### config.mk
export PLATFORM = sky130hd
export DESIGN_NAME = shot_controller
export DESIGN_NICKNAME = d
export VERILOG_FILES = /design/src/rtl/shot_controller.sv
export SDC_FILE = /design/constraint.sdc
export NUM_CORES = 1
export LEC_CHECK = 0
export CAP_MARGIN = 40
export CORE_MARGIN = 4
export CORE_UTILIZATION = 57
export DETAILED_ROUTE_END_ITERATION = 10
export GPL_TIMING_DRIVEN = 1
export PLACE_DENSITY = 0.88
export SETUP_SLACK_MARGIN = 0.4
export SLEW_MARGIN = 0
export SYNTH_ARGS = -nofsm -noshare
export SYNTH_HDL_FRONTEND = slang
export SYNTH_SLANG_ARGS = --single-unit
export TNS_END_PERCENT = 30
### constraint.sdc
create_clock -name clock -period 11.1 [get_ports clock]
set_clock_uncertainty 0.1 [all_clocks]
set_input_delay 1.665 -clock clock [delete_from_list [all_inputs] [get_ports clock]]
set_output_delay 1.665 -clock clock [all_outputs]
set_load 0.005 [all_outputs]
### src/rtl/shot_controller.sv
// shot_controller: owns the player's single shot.
// A rising edge on fire (with over low) spawns the shot above the cannon.
// Each frame tick then lifts the shot by SHOT_STEP pixels and starts a scan
// of the alien grid, one alien per clock, for a collision.
// Optional build macro ROW_SCORE_EN: when defined, a hit is worth more the
// higher the alien row (top row = ROWS points). Otherwise every hit is worth 1.
// The port list and timing do not change with the macro.
module shot_controller #(
  parameter int COLS       = 5,
  parameter int ROWS       = 3,
  parameter int ALIEN_W    = 8,
  parameter int ALIEN_H    = 6,
  parameter int COL_PITCH  = 12,
  parameter int ROW_PITCH  = 10,
  parameter int SHOT_STEP  = 2,
  parameter int CANNON_MID = 3,
  parameter int PARK_Y     = 127
) (
  input  logic                   clock,
  input  logic                   reset,
  input  logic                   tick,
  input  logic                   fire,
  input  logic                   over,
  input  logic [7:0]             cannonX,
  input  logic [7:0]             cannonY,
  input  logic [7:0]             alienX,
  input  logic [7:0]             alienY,
  input  logic [COLS*ROWS-1:0]   alive,
  output logic [7:0]             shotX,
  output logic [7:0]             shotY,
  output logic                   shotActive,
  output logic [COLS*ROWS-1:0]   killMask,
  output logic                   scorePulse,
  output logic [3:0]             scoreAdd
);

  localparam int N  = COLS * ROWS;
  localparam int IW = $clog2(N);
  localparam int CW = $clog2(COLS);
  localparam int RW = $clog2(ROWS);

  localparam logic [N-1:0]  ONE_HOT0 = N'(1);
  localparam logic [IW-1:0] LAST_IDX = IW'(N - 1);
  localparam logic [CW-1:0] LAST_COL = CW'(COLS - 1);
  localparam logic [7:0]    PARK_Y8  = 8'(PARK_Y);
  localparam logic [7:0]    STEP8    = 8'(SHOT_STEP);

  // Kill/score output semantics: there is no ready. killMask, scorePulse and
  // scoreAdd are a single-cycle registered pulse; a consumer must capture
  // them in the one clock that scorePulse is high. killMask is one-hot while
  // scorePulse is high and all-zero otherwise. scoreAdd is zero when idle.

  typedef enum logic [1:0] {
    IDLE,   // no shot in flight; waiting for a fire edge
    FLY,    // shot in flight; waiting for a frame tick
    CHECK,  // scanning alien idx for a collision, one per clock
    HIT     // kill pulse is on the outputs this cycle
  } state_t;

  state_t        state;
  logic          fire_q;
  logic          tick_pend;
  logic [IW-1:0] idx;
  logic [CW-1:0] col;
  logic [RW-1:0] row;

  logic          fire_edge;
  logic          take_tick;
  logic [8:0]    ax;
  logic [8:0]    ay;
  logic [8:0]    sx;
  logic [8:0]    sy;
  logic          cell_hit;
  logic [3:0]    row_score;

  assign fire_edge = fire & ~fire_q;
  assign take_tick = tick | tick_pend;

  // Collision test for the alien at (col,row); 9-bit geometry so that
  // grid positions near the right/bottom edge never wrap around.
  always_comb begin
    ax = {1'b0, alienX} + 9'(int'(col) * COL_PITCH);
    ay = {1'b0, alienY} + 9'(int'(row) * ROW_PITCH);
    sx = {1'b0, shotX};
    sy = {1'b0, shotY};
    cell_hit = alive[idx]
             && (sx >= ax) && (sx <= ax + 9'(ALIEN_W - 1))
             && (sy >= ay) && (sy <= ay + 9'(ALIEN_H - 1));
  end

`ifdef ROW_SCORE_EN
  // Higher rows (lower row index) are worth more points.
  assign row_score = 4'(ROWS) - 4'(row);
`else
  // Flat scoring: every alien is worth one point.
  assign row_score = 4'd1;
`endif

  // Shot FSM: spawn, per-tick climb, grid scan and kill pulse generation.
  always_ff @(posedge clock or negedge reset) begin
    if (!reset) begin
      state      <= IDLE;
      shotX      <= 8'd0;
      shotY      <= PARK_Y8;
      shotActive <= 1'b0;
      killMask   <= '0;
      scorePulse <= 1'b0;
      scoreAdd   <= 4'd0;
      fire_q     <= 1'b0;
      tick_pend  <= 1'b0;
      idx        <= '0;
      col        <= '0;
      row        <= '0;
    end else begin
      fire_q     <= fire;
      killMask   <= '0;
      scorePulse <= 1'b0;
      scoreAdd   <= 4'd0;
      if (over) begin
        // Game over wins over everything, including a scan about to hit.
        state      <= IDLE;
        shotX      <= 8'd0;
        shotY      <= PARK_Y8;
        shotActive <= 1'b0;
        tick_pend  <= 1'b0;
      end else begin
        case (state)
          IDLE: begin
            tick_pend <= 1'b0;
            if (fire_edge) begin
              shotX      <= cannonX + 8'(CANNON_MID);
              shotY      <= cannonY - 8'd1;
              shotActive <= 1'b1;
              state      <= FLY;
            end
          end
          FLY: begin
            if (take_tick) begin
              tick_pend <= 1'b0;
              if (shotY < STEP8) begin
                // Shot left the top of the screen without hitting anything.
                shotX      <= 8'd0;
                shotY      <= PARK_Y8;
                shotActive <= 1'b0;
                state      <= IDLE;
              end else begin
                shotY <= shotY - STEP8;
                idx   <= '0;
                col   <= '0;
                row   <= '0;
                state <= CHECK;
              end
            end
          end
          CHECK: begin
            // A tick during the scan is remembered (only one) for FLY.
            if (tick) tick_pend <= 1'b1;
            if (cell_hit) begin
              killMask   <= ONE_HOT0 << idx;
              scorePulse <= 1'b1;
              scoreAdd   <= row_score;
              shotX      <= 8'd0;
              shotY      <= PARK_Y8;
              shotActive <= 1'b0;
              state      <= HIT;
            end else if (idx == LAST_IDX) begin
              state <= FLY;
            end else begin
              idx <= idx + IW'(1);
              if (col == LAST_COL) begin
                col <= '0;
                row <= row + RW'(1);
              end else begin
                col <= col + CW'(1);
              end
            end
          end
          HIT: begin
            // Pulse is visible this cycle; any pending tick dies with the shot.
            tick_pend <= 1'b0;
            state     <= IDLE;
          end
          default: begin
            state <= IDLE;
          end
        endcase
      end
    end
  end

endmodule

Word-level counts from Yosys, hierarchy flattened

Cells that the tools add are included.

Register bits: 50

$add $sub $neg: 10
$mul: 2
Order comparisons: 6
Eq/ne operators: 16
Shift operators: 1
Multiplexer cells: 57
Bitwise logic cells: 4
Reductions and logical operators: 14

Operator list:

| cell                                               | number |
|---|---|
| 2-to-1 mux 8 bit                                   | 10 |
| one-hot mux 8 bit (3 select lines)                 | 2 |
| 2-to-1 mux 15 bit                                  | 3 |
| 2-to-1 mux 2 bit                                   | 11 |
| adder 9 x 3 -> 9 bit, second input constant        | 2 |
| greater-or-equal comparator 8 x 9 -> 1 bit         | 2 |
| less-or-equal comparator 8 x 9 -> 1 bit            | 2 |
| 2-to-1 mux 4 bit                                   | 4 |
| 2-to-1 mux 1 bit                                   | 15 |
| 2-to-1 mux 3 bit                                   | 5 |
| inequality test 3 bit, second input constant       | 5 |
| left shift 1 x 4 -> 15 bit, first input constant   | 1 |
| inequality test 2 bit, second input constant       | 5 |
| adder 8 x 6 -> 9 bit                               | 1 |
| adder 8 x 7 -> 9 bit                               | 1 |
| adder 8 x 2 -> 8 bit, second input constant        | 1 |
| < comparator 8 x 2 -> 1 bit, second input constant | 1 |
| one-hot mux 2 bit (4 select lines)                 | 1 |
| one-hot mux 4 bit (2 select lines)                 | 1 |
| subtractor 8 x 1 -> 8 bit, second input constant   | 1 |
| subtractor 8 x 2 -> 8 bit, second input constant   | 1 |
| AND reduction 7 bit                                | 1 |
| one-hot mux 1 bit (3 select lines)                 | 2 |
| one-hot mux 3 bit (2 select lines)                 | 1 |
| 26 further kinds                                   | 31 |

Logic depth before layout (Yosys ltp)

Gate-level depths: netlist of run 1.

Depth after elaboration: 10
Gate-level depth with buffers: 18
Mapped depth without buffers: 18

Worst setup path before layout of run 1

OpenSTA, ideal clock, no wires.

Path type: input-to-reg
Start: in alienY[1]
End: reg col[2]
Arrival time: 4.895 ns
Setup slack: 5.979 ns
Stages on the path: 15
Buffers on the path: 0
Path through: ha_1 fa_1 a31o_2 xor2_1 nand3_1 xnor2_1 ha_1 a2111oi_0 o21ai_0 a21oi_1 nor2_1 o31ai_4 a31oi_4 and2_1 a221o_1

Cells in the longest elaborated chain, start to end: 6
Elaborated cells on any way between the ends: 8
Those cells by class: add/sub: 2; order compare: 2; eq/ne: 1; reduce/logical: 3

RTL lines:

| what                                                                               | RTL line | text |
|---|---|---|
| start: declaration                                                                 | 27       | `input logic [7:0] alienY,` |
| adder 8 x 6 -> 9 bit (*)                                                           | 83       | `ay = {1'b0, alienY} + 9'(int'(row) * ROW_PITCH);` |
| adder 9 x 3 -> 9 bit or greater-or-equal comparator 8 x 9 -> 1 bit (tied branches) | 88       | `&& (sy >= ay) && (sy <= ay + 9'(ALIEN_H - 1));` |
| less-or-equal comparator 8 x 9 -> 1 bit or logical AND 1 bit (tied branches)       | 88       |  |
| logical AND 1 bit (*)                                                              | 88       |  |
| inequality test 2 bit (no line) (*)                                                | -        |  |
| AND reduction 6 bit (no line) (*)                                                  | -        |  |
| end signal: assignment                                                             | 174      | `col <= col + CW'(1);` |
| end: declaration                                                                   | 64       | `logic [CW-1:0] col;` |

Every way passes the cells marked *; elsewhere a longest branch is shown, timed or not.
A chain may end at the register's enable or synchronous reset.

Final worst setup path of run 1

Start: in alienY[1]
End: reg killMask[4]

Cells in the longest elaborated chain, start to end: 7
Elaborated cells on any way between the ends: 9
Those cells by class: add/sub: 2; order compare: 2; mux: 3; reduce/logical: 2

RTL lines:

| what                                                                               | RTL line | text |
|---|---|---|
| adder 8 x 6 -> 9 bit (*)                                                           | 83       |  |
| adder 9 x 3 -> 9 bit or greater-or-equal comparator 8 x 9 -> 1 bit (tied branches) | 88       |  |
| less-or-equal comparator 8 x 9 -> 1 bit or logical AND 1 bit (tied branches)       | 88       |  |
| logical AND 1 bit (*)                                                              | 88       |  |
| 2-to-1 mux 15 bit (*)                                                              | 158      | `if (cell_hit) begin` |
| 2-to-1 mux 15 bit (*)                                                              | 127      | `case (state)` |
| 2-to-1 mux 15 bit (*)                                                              | 119      | `if (over) begin` |
| end signal: assignment                                                             | 159      | `killMask <= ONE_HOT0 << idx;` |
| end: declaration                                                                   | 32       | `output logic [COLS*ROWS-1:0] killMask,` |

Marked as above.

==> impl_metrics.prom, run 1 <==
# TYPE chip_impl_metric gauge
chip_impl_metric{name="report.final.slew_viol_count",unit=""} 0
chip_impl_metric{name="num_vias",unit=""} 3852
chip_impl_info{name="timing.critical_path.from",value="alienY[1]"} 1
chip_impl_info{name="status",value="finished clean"} 1
chip_impl_metric{name="cts_post_setup_buffers_inserted",unit=""} 0
chip_impl_info{name="slowest_stage",value="sky130_fd_sc_hd__a2111oi_0"} 1
chip_impl_metric{name="synthesis.area",unit="mm^2"} 0.00425
chip_impl_metric{name="floorplan.die_area",unit="mm^2"} 0.00891
chip_impl_metric{name="yosys.area_share.xor_xnor",unit=""} 0.0697
chip_impl_metric{name="post_drt_wl_per_cell",unit="um"} 16.5
chip_impl_metric{name="postLayoutSetupSlackWorst",unit="ns"} 5.43
chip_impl_metric{name="ys_ff_latch",unit=""} 46
chip_impl_metric{name="synth_simple_gate_area_share",unit=""} 0.189
chip_impl_metric{name="synth.mux.area_fraction",unit=""} 0.0326
chip_impl_metric{name="min_path_cells",unit=""} 2
chip_impl_metric{name="worst_pin_slew",unit="ns"} 0.730
chip_impl_metric{name="cts_sinks",unit=""} 46
chip_impl_metric{name="start_util",unit=""} 0.587
chip_impl_info{name="critical_path.most_common_cell",value="sky130_fd_sc_hd__ha_1"} 1
chip_impl_metric{name="drtPass1Iterations",unit=""} 5
chip_impl_metric{name="crit_path_max_fanout",unit=""} 9
chip_impl_metric{name="critical_path_required",unit="ns"} 11.25
chip_impl_metric{name="ir_drop",unit="V"} 0.0000993
chip_impl_metric{name="area_delta_synth_final",unit="%"} 24.1
chip_impl_metric{name="post_cts_resized",unit=""} 0
chip_impl_metric{name="initialDrtViolationCount",unit=""} 223
chip_impl_info{name="clock-root-buffer",value="sky130_fd_sc_hd__clkbuf_8"} 1
chip_impl_metric{name="globalRouteOverflowTotal",unit=""} 0
chip_impl_metric{name="fmaxAchievable",unit="GHz"} 0.176
chip_impl_metric{name="route.detailed.drc",unit=""} 0
chip_impl_metric{name="setup-violations-final",unit=""} 0
chip_impl_metric{name="worst_r2r_path_depth",unit=""} 15
chip_impl_metric{name="antenna_left",unit=""} 0
chip_impl_info{name="hold_path_end",value="tick_pend$_DFFE_PN0P_"} 1
chip_impl_metric{name="cpPeakStageDelay",unit="ns"} 0.45
chip_impl_metric{name="worst_skew_pair.late_latency",unit="ns"} 0.30
chip_impl_metric{name="maximum_number_of_pins_on_one_net_before_global_route_repair",unit=""} 26
chip_impl_metric{name="synth_cell_type_count",unit=""} 68
chip_impl_metric{name="cp_buf_inv_count",unit=""} 1
chip_impl_metric{name="routed_wirelength",unit="mm"} 10.5
chip_impl_metric{name="compound_gate_portion_of_the_synthesized_area",unit=""} 0.191
chip_impl_metric{name="p_leak",unit="nW"} 2.36
chip_impl_metric{name="yosys_warnings",unit=""} 0
chip_impl_metric{name="port_buffers",unit=""} 85
chip_impl_metric{name="worst-r2r-setup-slack",unit="ns"} 6.37
chip_impl_metric{name="clock_transition_at_the_registers_of_the_reported_paths",unit="ns"} 0.09
chip_impl_metric{name="die_x",unit="um"} 94.4
chip_impl_info{name="grt_setup_unrepaired",value="no"} 1
chip_impl_metric{name="synth_async_sr_flop_share",unit=""} 1.00
chip_impl_metric{name="timing.slew.headroom",unit=""} 0.512
chip_impl_metric{name="cts_made_buffers",unit=""} 5
chip_impl_metric{name="period_utilization_post_route",unit=""} 0.511
chip_impl_info{name="cp_startpoint_kind",value="input pin"} 1
chip_impl_metric{name="grt_pass1_vias",unit=""} 3798
chip_impl_metric{name="post-place-ws",unit="ns"} 5.21
chip_impl_metric{name="powerDensity",unit="mW/mm^2"} 155
chip_impl_metric{name="routabilityCongestion",unit=""} 0.934
chip_impl_metric{name="synth_fa_ha_area_frac",unit=""} 0.188
chip_impl_metric{name="num_antenna_cells",unit=""} 0
chip_impl_info{name="worstSetupPathType",value="input pin to flop"} 1
chip_impl_info{name="classification_of_the_worst_slack_hold_path",value="flop to flop"} 1
chip_impl_info{name="rr_startpoint",value="col[1]$_DFFE_PN0P_"} 1
chip_impl_metric{name="maxCapViolCount",unit=""} 0
chip_impl_metric{name="die_height",unit="um"} 94.4
chip_impl_metric{name="clock_path_buffers",unit=""} 2
chip_impl_metric{name="synth_enable_flop_cells",unit=""} 0
chip_impl_info{name="synth-main-ff-cell",value="sky130_fd_sc_hd__dfrtp_1"} 1
chip_impl_metric{name="antenna_found_initial",unit=""} 0
chip_impl_metric{name="ioPinCount",unit=""} 89
chip_impl_info{name="post_synth_main_area_contributors",value="sky130_fd_sc_hd__dfrtp_1 23%, sky130_fd_sc_hd__ha_1 17%, sky130_fd_sc_hd__dfstp_2 4.3%"} 1
chip_impl_info{name="tritoncts",value="done"} 1
chip_impl_info{name="worst_r2r_endpoint",value="shotX[5]$_DFFE_PN0P_"} 1
chip_impl_metric{name="htreeDepth",unit=""} 2
chip_impl_metric{name="cts_hold_repair.buffers",unit=""} 0
chip_impl_metric{name="syn-instance-count",unit=""} 461
chip_impl_metric{name="timing.final.crit_period",unit="ns"} 5.67
chip_impl_metric{name="rows",unit=""} 31
chip_impl_metric{name="place_hpwl",unit="mm"} 8.50
chip_impl_metric{name="number_of_endpoints_with_negative_hold_slack_in_the_final_report",unit=""} 0
chip_impl_info{name="min-delay-start",value="tick_pend$_DFFE_PN0P_"} 1
chip_impl_metric{name="grtUsageTotal",unit=""} 0.242
chip_impl_metric{name="share_of_layout_cells_above_drive_strength_1",unit=""} 0.0628
chip_impl_metric{name="finalSetupTns",unit="ns"} 0
chip_impl_info{name="end_kind",value="flop"} 1
chip_impl_info{name="crit_chain",value="clkdlybuf4s50_1 > ha_1 > fa_1 > a31o_2 > xor2_1 > nand3_1 > xnor2_1 > ha_1 > a2111oi_0 > o21ai_0 > a21oi_1 > nor2_1 > o31ai_4 > nand4b_2 > nor3_1 > and2_1"} 1
chip_impl_metric{name="core_area",unit="mm^2"} 0.00725
chip_impl_metric{name="critical_path_arrival",unit="ns"} 5.82
chip_impl_info{name="dominant_combinational_cell_family_by_area_after_synthesis",value="compound AO/OA/AOI/OAI gates"} 1
chip_impl_info{name="cpLargestDelayFamily",value="simple AND/OR/NAND/NOR gates"} 1
chip_impl_metric{name="global_route_wire_length_before_repair",unit="mm"} 17.2
chip_impl_metric{name="final_nets",unit=""} 654
chip_impl_metric{name="synth_seq_area_share",unit=""} 0.273
chip_impl_metric{name="avgViaCountPerCell",unit=""} 6.02
chip_impl_info{name="post-synth-top-area-cell",value="sky130_fd_sc_hd__dfrtp_1"} 1
chip_impl_metric{name="synth_largest_type_area_fraction",unit=""} 0.229
chip_impl_metric{name="syn_area_per_cell",unit="um^2"} 9.23
[layout by cell type (no fill, tap or decap), drive strengths merged, types with 6 or more instances in the layout]
cell            n
dfrtp          39
or3             7
nor4b           7
nand3          12
and3            6
xnor2          20
a21o           13
a21oi          19
nand2b          6
and2            8
clkbuf          7
clkdlybuf4s50  84
o32ai           8
nor3b           6
ha             59
dfstp           7
nand2          41
nor3           15
a31oi           9
xor2           13
mux2i           6
o21ai          13
inv            39
nor2           23
[report_power, final]
group	switching, W	internal [W]	total [W]
clock	0.0000568	0.0000571	0.000114
sequential	0.0000417	0.000199	0.000241
combinational	0.000247	0.000214	0.000461
total	0.000346	0.000471	0.000816
[cells by family after synthesis]
logic type               after synthesis
multiplexers                          10
buffers and inverters                 57
adder cells (fa/ha/maj)               62
other                                  1
AO/OA/AOI/OAI                        105
AND/OR/NAND/NOR                      147
XOR/XNOR                              33
flip-flops                            46
[cells in the mapped netlist (all sizes together) (9+ instances only)]
library cell   n
xnor2         20
ha            59
xor2          13
a21o          13
nor2          23
dfrtp         39
nand3         12
inv           39
o21ai         13
clkbuf        10
nor3          15
a21oi         19
nand2         41
a31oi          9
[stage by stage]
step            util  std cells  area, um^2  total power (W)  hold slack [ns]
2_1_floorplan      -        463        4260         0.000544            0.391
3_3_place_gp   0.710        631        5150         0.000670            0.419
3_5_place_dp   0.713        632        5170         0.000696            0.430
4_1_cts        0.728        640        5280         0.000812            0.448
5_1_grt        0.728        640        5280         0.000882            0.483
6_report       0.728        640        5280         0.000816            0.447
[worst reg2reg max path, cell delays in order (launching register included)]
cell	delay [ns]
sky130_fd_sc_hd__dfrtp_1	0.44
sky130_fd_sc_hd__ha_1	0.25
sky130_fd_sc_hd__fa_1	0.39
sky130_fd_sc_hd__xor2_1	0.25
sky130_fd_sc_hd__ha_1	0.29
sky130_fd_sc_hd__nor4b_1	0.08
sky130_fd_sc_hd__a2111oi_0	0.36
sky130_fd_sc_hd__o211a_1	0.32
sky130_fd_sc_hd__ha_1	0.17
sky130_fd_sc_hd__and3_1	0.18
sky130_fd_sc_hd__o2111ai_1	0.14
sky130_fd_sc_hd__a22o_1	0.27
sky130_fd_sc_hd__nor4b_4	0.57
sky130_fd_sc_hd__a31oi_4	0.21
sky130_fd_sc_hd__nor3_4	0.40
sky130_fd_sc_hd__o32ai_1	0.15
[metal layers]
metal	vias to the layer above	part of all wire	global-route usage
li1	1820	-	-
met1	1821	0.40	0.294
met2	183	0.50	0.432
met3	28	0.078	0.0430
met4	0	0.023	0.0842
met5	-	0	0
[state kept, by name (all words and copies together), names as in the netlist]
signal	cells
killMask	15
shotX	8
shotY	8
idx	4
col	3
row	2
state	2
fire_q	1
scorePulse	1
shotActive	1
tick_pend	1
[area by class of cell]
cell class	instances	area, um^2
clock buffer	7	96.3
clock inverter	1	8.76
multi-input combinational	360	2860
fill	547	1970
tap	99	124
timing repair buffer	86	873
sequential	46	1160
inverter	41	154
[worst max path at each step]
| stage | endpoint | cells past startpoint |
|---|---|---|
| after CTS | shotX[5]$_DFFE_PN0P_ | 16 |
| final | killMask[4]$_DFF_PN0_ | 16 |
| after global routing | shotX[5]$_DFFE_PN0P_ | 16 |
| after detailed placement | shotX[5]$_DFFE_PN0P_ | 16 |
| after global placement | shotX[5]$_DFFE_PN0P_ | 16 |
| after floorplan | col[2]$_DFFE_PN0P_ | 15 |
No activity file was read; power rests on OpenSTA's default activity.
==> run 2, diff against run 1 <==
--- a/config.mk
+++ b/config.mk
@@ -7,10 +7,10 @@
 export LEC_CHECK = 0
 export CAP_MARGIN = 40
 export CORE_MARGIN = 4
-export CORE_UTILIZATION = 57
+export CORE_UTILIZATION = 47
 export DETAILED_ROUTE_END_ITERATION = 10
 export GPL_TIMING_DRIVEN = 1
-export PLACE_DENSITY = 0.88
+export PLACE_DENSITY = 0.77
 export SETUP_SLACK_MARGIN = 0.4
 export SLEW_MARGIN = 0
 export SYNTH_ARGS = -nofsm -noshare
==> constraint.sdc (replaced) <==
create_clock -name clock -period 5.2 [get_ports clock]
set_clock_uncertainty 0.1 [all_clocks]
set_input_delay 0.78 -clock clock [delete_from_list [all_inputs] [get_ports clock]]
set_output_delay 0.78 -clock clock [all_outputs]
set_load 0.005 [all_outputs]
==> run 2 against run 1 <==
Effect of this change:
- count of clock-buffer cells in the layout fell by 1
- global-route usage fell by 5.0 points
- final cell count rose by 1.9%
- sequential share of layout area fell by 0.32 points
- flip-flop and latch count did not move
==> impl_metrics.prom, run 2 (synthesis gave the netlist of run 1 again) <==
# TYPE chip_impl_metric gauge
chip_impl_metric{name="post_drt_wl_per_cell",unit="um"} 16.0
chip_impl_info{name="grt_setup_unrepaired",value="yes"} 1
chip_impl_metric{name="number_of_endpoints_with_negative_hold_slack_in_the_final_report",unit=""} 0
chip_impl_metric{name="critical_path_arrival",unit="ns"} 4.76
chip_impl_metric{name="num_antenna_cells",unit=""} 0
chip_impl_metric{name="core_area",unit="mm^2"} 0.00876
chip_impl_metric{name="worst_pin_slew",unit="ns"} 0.705
chip_impl_metric{name="route.detailed.drc",unit=""} 0
chip_impl_info{name="crit_chain",value="ha_1 > fa_1 > xor2_1 > ha_2 > nor4b_1 > a2111oi_0 > o211a_1 > ha_1 > and3_1 > a221oi_1 > a22o_1 > nor4b_4 > buf_4 > a31oi_4 > a21boi_2 > a221o_1"} 1
chip_impl_info{name="tritoncts",value="done"} 1
chip_impl_metric{name="crit_path_max_fanout",unit=""} 9
chip_impl_metric{name="globalRouteOverflowTotal",unit=""} 0
chip_impl_metric{name="floorplan.die_area",unit="mm^2"} 0.0106
chip_impl_metric{name="sw_frac_of_total",unit=""} 0.413
chip_impl_metric{name="placement.cell_area",unit="mm^2"} 0.00518
chip_impl_metric{name="cpPeakStageDelay",unit="ns"} 0.42
chip_impl_metric{name="share_of_layout_cells_above_drive_strength_1",unit=""} 0.0772
chip_impl_metric{name="final_nets",unit=""} 658
chip_impl_metric{name="grtUsageTotal",unit=""} 0.192
chip_impl_metric{name="antenna_found_initial",unit=""} 0
chip_impl_metric{name="ioPinCount",unit=""} 89
chip_impl_metric{name="powerDensity",unit="mW/mm^2"} 331
chip_impl_metric{name="post-place-ws",unit="ns"} 0.151
chip_impl_metric{name="cts_sinks",unit=""} 46
chip_impl_info{name="slowest_stage",value="sky130_fd_sc_hd__dfrtp_1"} 1
chip_impl_metric{name="rows",unit=""} 34
chip_impl_metric{name="routed_wirelength",unit="mm"} 10.4
chip_impl_metric{name="avgViaCountPerCell",unit=""} 5.79
chip_impl_metric{name="fmaxAchievable",unit="GHz"} 0.214
chip_impl_metric{name="critical_path_required",unit="ns"} 5.28
chip_impl_metric{name="report.final.slew_viol_count",unit=""} 0
chip_impl_metric{name="p_leak",unit="nW"} 2.39
chip_impl_info{name="end_kind",value="flop"} 1
chip_impl_metric{name="place_hpwl",unit="mm"} 8.34
chip_impl_info{name="worstSetupPathType",value="flop to flop"} 1
chip_impl_info{name="layout_commonest_cell",value="sky130_fd_sc_hd__clkdlybuf4s50_1"} 1
chip_impl_info{name="status",value="finished clean"} 1
chip_impl_metric{name="maximum_number_of_pins_on_one_net_before_global_route_repair",unit=""} 27
chip_impl_metric{name="grt_pass1_vias",unit=""} 3569
chip_impl_metric{name="ir_drop",unit="V"} 0.000182
chip_impl_metric{name="clock_path_buffers",unit=""} 2
chip_impl_metric{name="die_height",unit="um"} 103
chip_impl_metric{name="num_vias",unit=""} 3778
chip_impl_metric{name="drtPass1Iterations",unit=""} 5
chip_impl_metric{name="maxCapViolCount",unit=""} 0
chip_impl_metric{name="global_route_wire_length_before_repair",unit="mm"} 16.5
chip_impl_metric{name="port_buffers",unit=""} 85
chip_impl_metric{name="worst_skew_pair.late_latency",unit="ns"} 0.30
chip_impl_metric{name="clockPowerShare",unit=""} 0.153
chip_impl_info{name="cpLargestDelayFamily",value="compound AO/OA/AOI/OAI gates"} 1
chip_impl_metric{name="clock_transition_at_the_registers_of_the_reported_paths",unit="ns"} 0.09
chip_impl_metric{name="cts_made_buffers",unit=""} 5
chip_impl_info{name="most-common-layout-cells",value="84 x sky130_fd_sc_hd__clkdlybuf4s50_1, 58 x sky130_fd_sc_hd__ha_1, 41 x sky130_fd_sc_hd__nand2_1, 39 x sky130_fd_sc_hd__inv_1, 39 x sky130_fd_sc_hd__dfrtp_1"} 1
chip_impl_metric{name="antenna_left",unit=""} 0
chip_impl_info{name="classification_of_the_worst_slack_hold_path",value="input pin to async pin"} 1
chip_impl_metric{name="routabilityCongestion",unit=""} 0.909
chip_impl_metric{name="cp_buf_inv_count",unit=""} 1
chip_impl_metric{name="die_x",unit="um"} 103
chip_impl_metric{name="period_utilization_post_route",unit=""} 0.899
chip_impl_metric{name="cts_hold_repair.buffers",unit=""} 0
chip_impl_info{name="cp_startpoint_kind",value="flop"} 1
chip_impl_metric{name="area_delta_synth_final",unit="%"} 25.9
chip_impl_metric{name="worst-r2r-setup-slack",unit="ns"} 0.52
chip_impl_metric{name="share_of_power_burned_in_registers",unit=""} 0.289
chip_impl_info{name="top_regs",value="killMask: 15 flops, shotX: 8 flops, shotY: 8 flops"} 1
chip_impl_info{name="largest-register",value="killMask"} 1
chip_impl_metric{name="largest_register_ffs",unit=""} 15
chip_impl_metric{name="setup-violations-final",unit=""} 0
chip_impl_metric{name="timing.slew.headroom",unit=""} 0.528
chip_impl_metric{name="num-fill-cells",unit=""} 756
chip_impl_metric{name="initialDrtViolationCount",unit=""} 199
chip_impl_metric{name="p_comb_frac",unit=""} 0.558
chip_impl_metric{name="final_cell_area",unit="mm^2"} 0.00536
chip_impl_info{name="clock-root-buffer",value="sky130_fd_sc_hd__clkbuf_8"} 1
chip_impl_metric{name="postLayoutSetupSlackWorst",unit="ns"} 0.525
chip_impl_info{name="critical_path.most_common_cell",value="sky130_fd_sc_hd__ha_1"} 1
chip_impl_metric{name="timing.final.crit_period",unit="ns"} 4.68
chip_impl_metric{name="total_switching_power",unit="W"} 0.000733
chip_impl_metric{name="finalSetupTns",unit="ns"} 0
chip_impl_metric{name="start_util",unit=""} 0.485
chip_impl_metric{name="htreeDepth",unit=""} 2
chip_impl_metric{name="power_report.internal_total",unit="W"} 0.00104
-- run 2: per-layer routing --
metal  track usage  vias up  routed length [um]
met2         0.333      126                5170
met5             0        -                   0
met4        0.0408        0                  85
met3        0.0325       12                 767
met1         0.251     1808                4410
li1              -     1832                   -
-- run 2: layout make-up --
class,count,area [um^2],area share
Clock buffer,6,82.6,0.0154
Clock inverter,1,30.0,0.00560
Inverter,41,154,0.0287
Multi-Input combinational cell,360,2900,0.541
Sequential cell,46,1160,0.216
Tap cell,108,135,0.0252
Timing Repair Buffer,90,896,0.167
-- run 2: stage by stage --
step,cells,util,hold WS (ns),total power [W]
finish,652,0.611,0.334,0.00178
global route,652,0.611,0.362,0.00192
CTS,648,0.604,0.347,0.00175
detailed placement,641,0.591,0.431,0.00148
global placement,640,0.589,0.420,0.00143
floorplan,463,-,0.384,0.00116
-- run 2: repair_timing --
item / in CTS / in global routing
endpoints found under the setup margin: 0 / 36
buffers inserted: 0 / 4
resized for setup: 0 / 6
-- run 2: power by group through the flow --
stage / combinational (W) / sequential [W] / clock [W]
after global routing: 0.00110 / 0.000525 / 0.000293
after CTS: 0.000965 / 0.000512 / 0.000274
after floorplan: 0.000668 / 0.000494 / 0
after global placement: 0.000915 / 0.000517 / 0
after detailed placement: 0.000956 / 0.000519 / 0
final: 0.000990 / 0.000514 / 0.000272
-- run 2: final timing paths --
check	startpoint	to	depth (start not counted)
worst max-delay path	col[0]$_DFFE_PN0P_	col[2]$_DFFE_PN0P_	16
max in group asynchronous	reset	shotY[0]$_DFFE_PN1P_	2
worst min-delay path	reset	col[0]$_DFFE_PN0P_	1
worst max register to register	col[0]$_DFFE_PN0P_	col[2]$_DFFE_PN0P_	16
worst min register to register	shotY[2]$_DFFE_PN1P_	shotY[2]$_DFFE_PN1P_	2
min in group clock	shotY[2]$_DFFE_PN1P_	shotY[2]$_DFFE_PN1P_	2
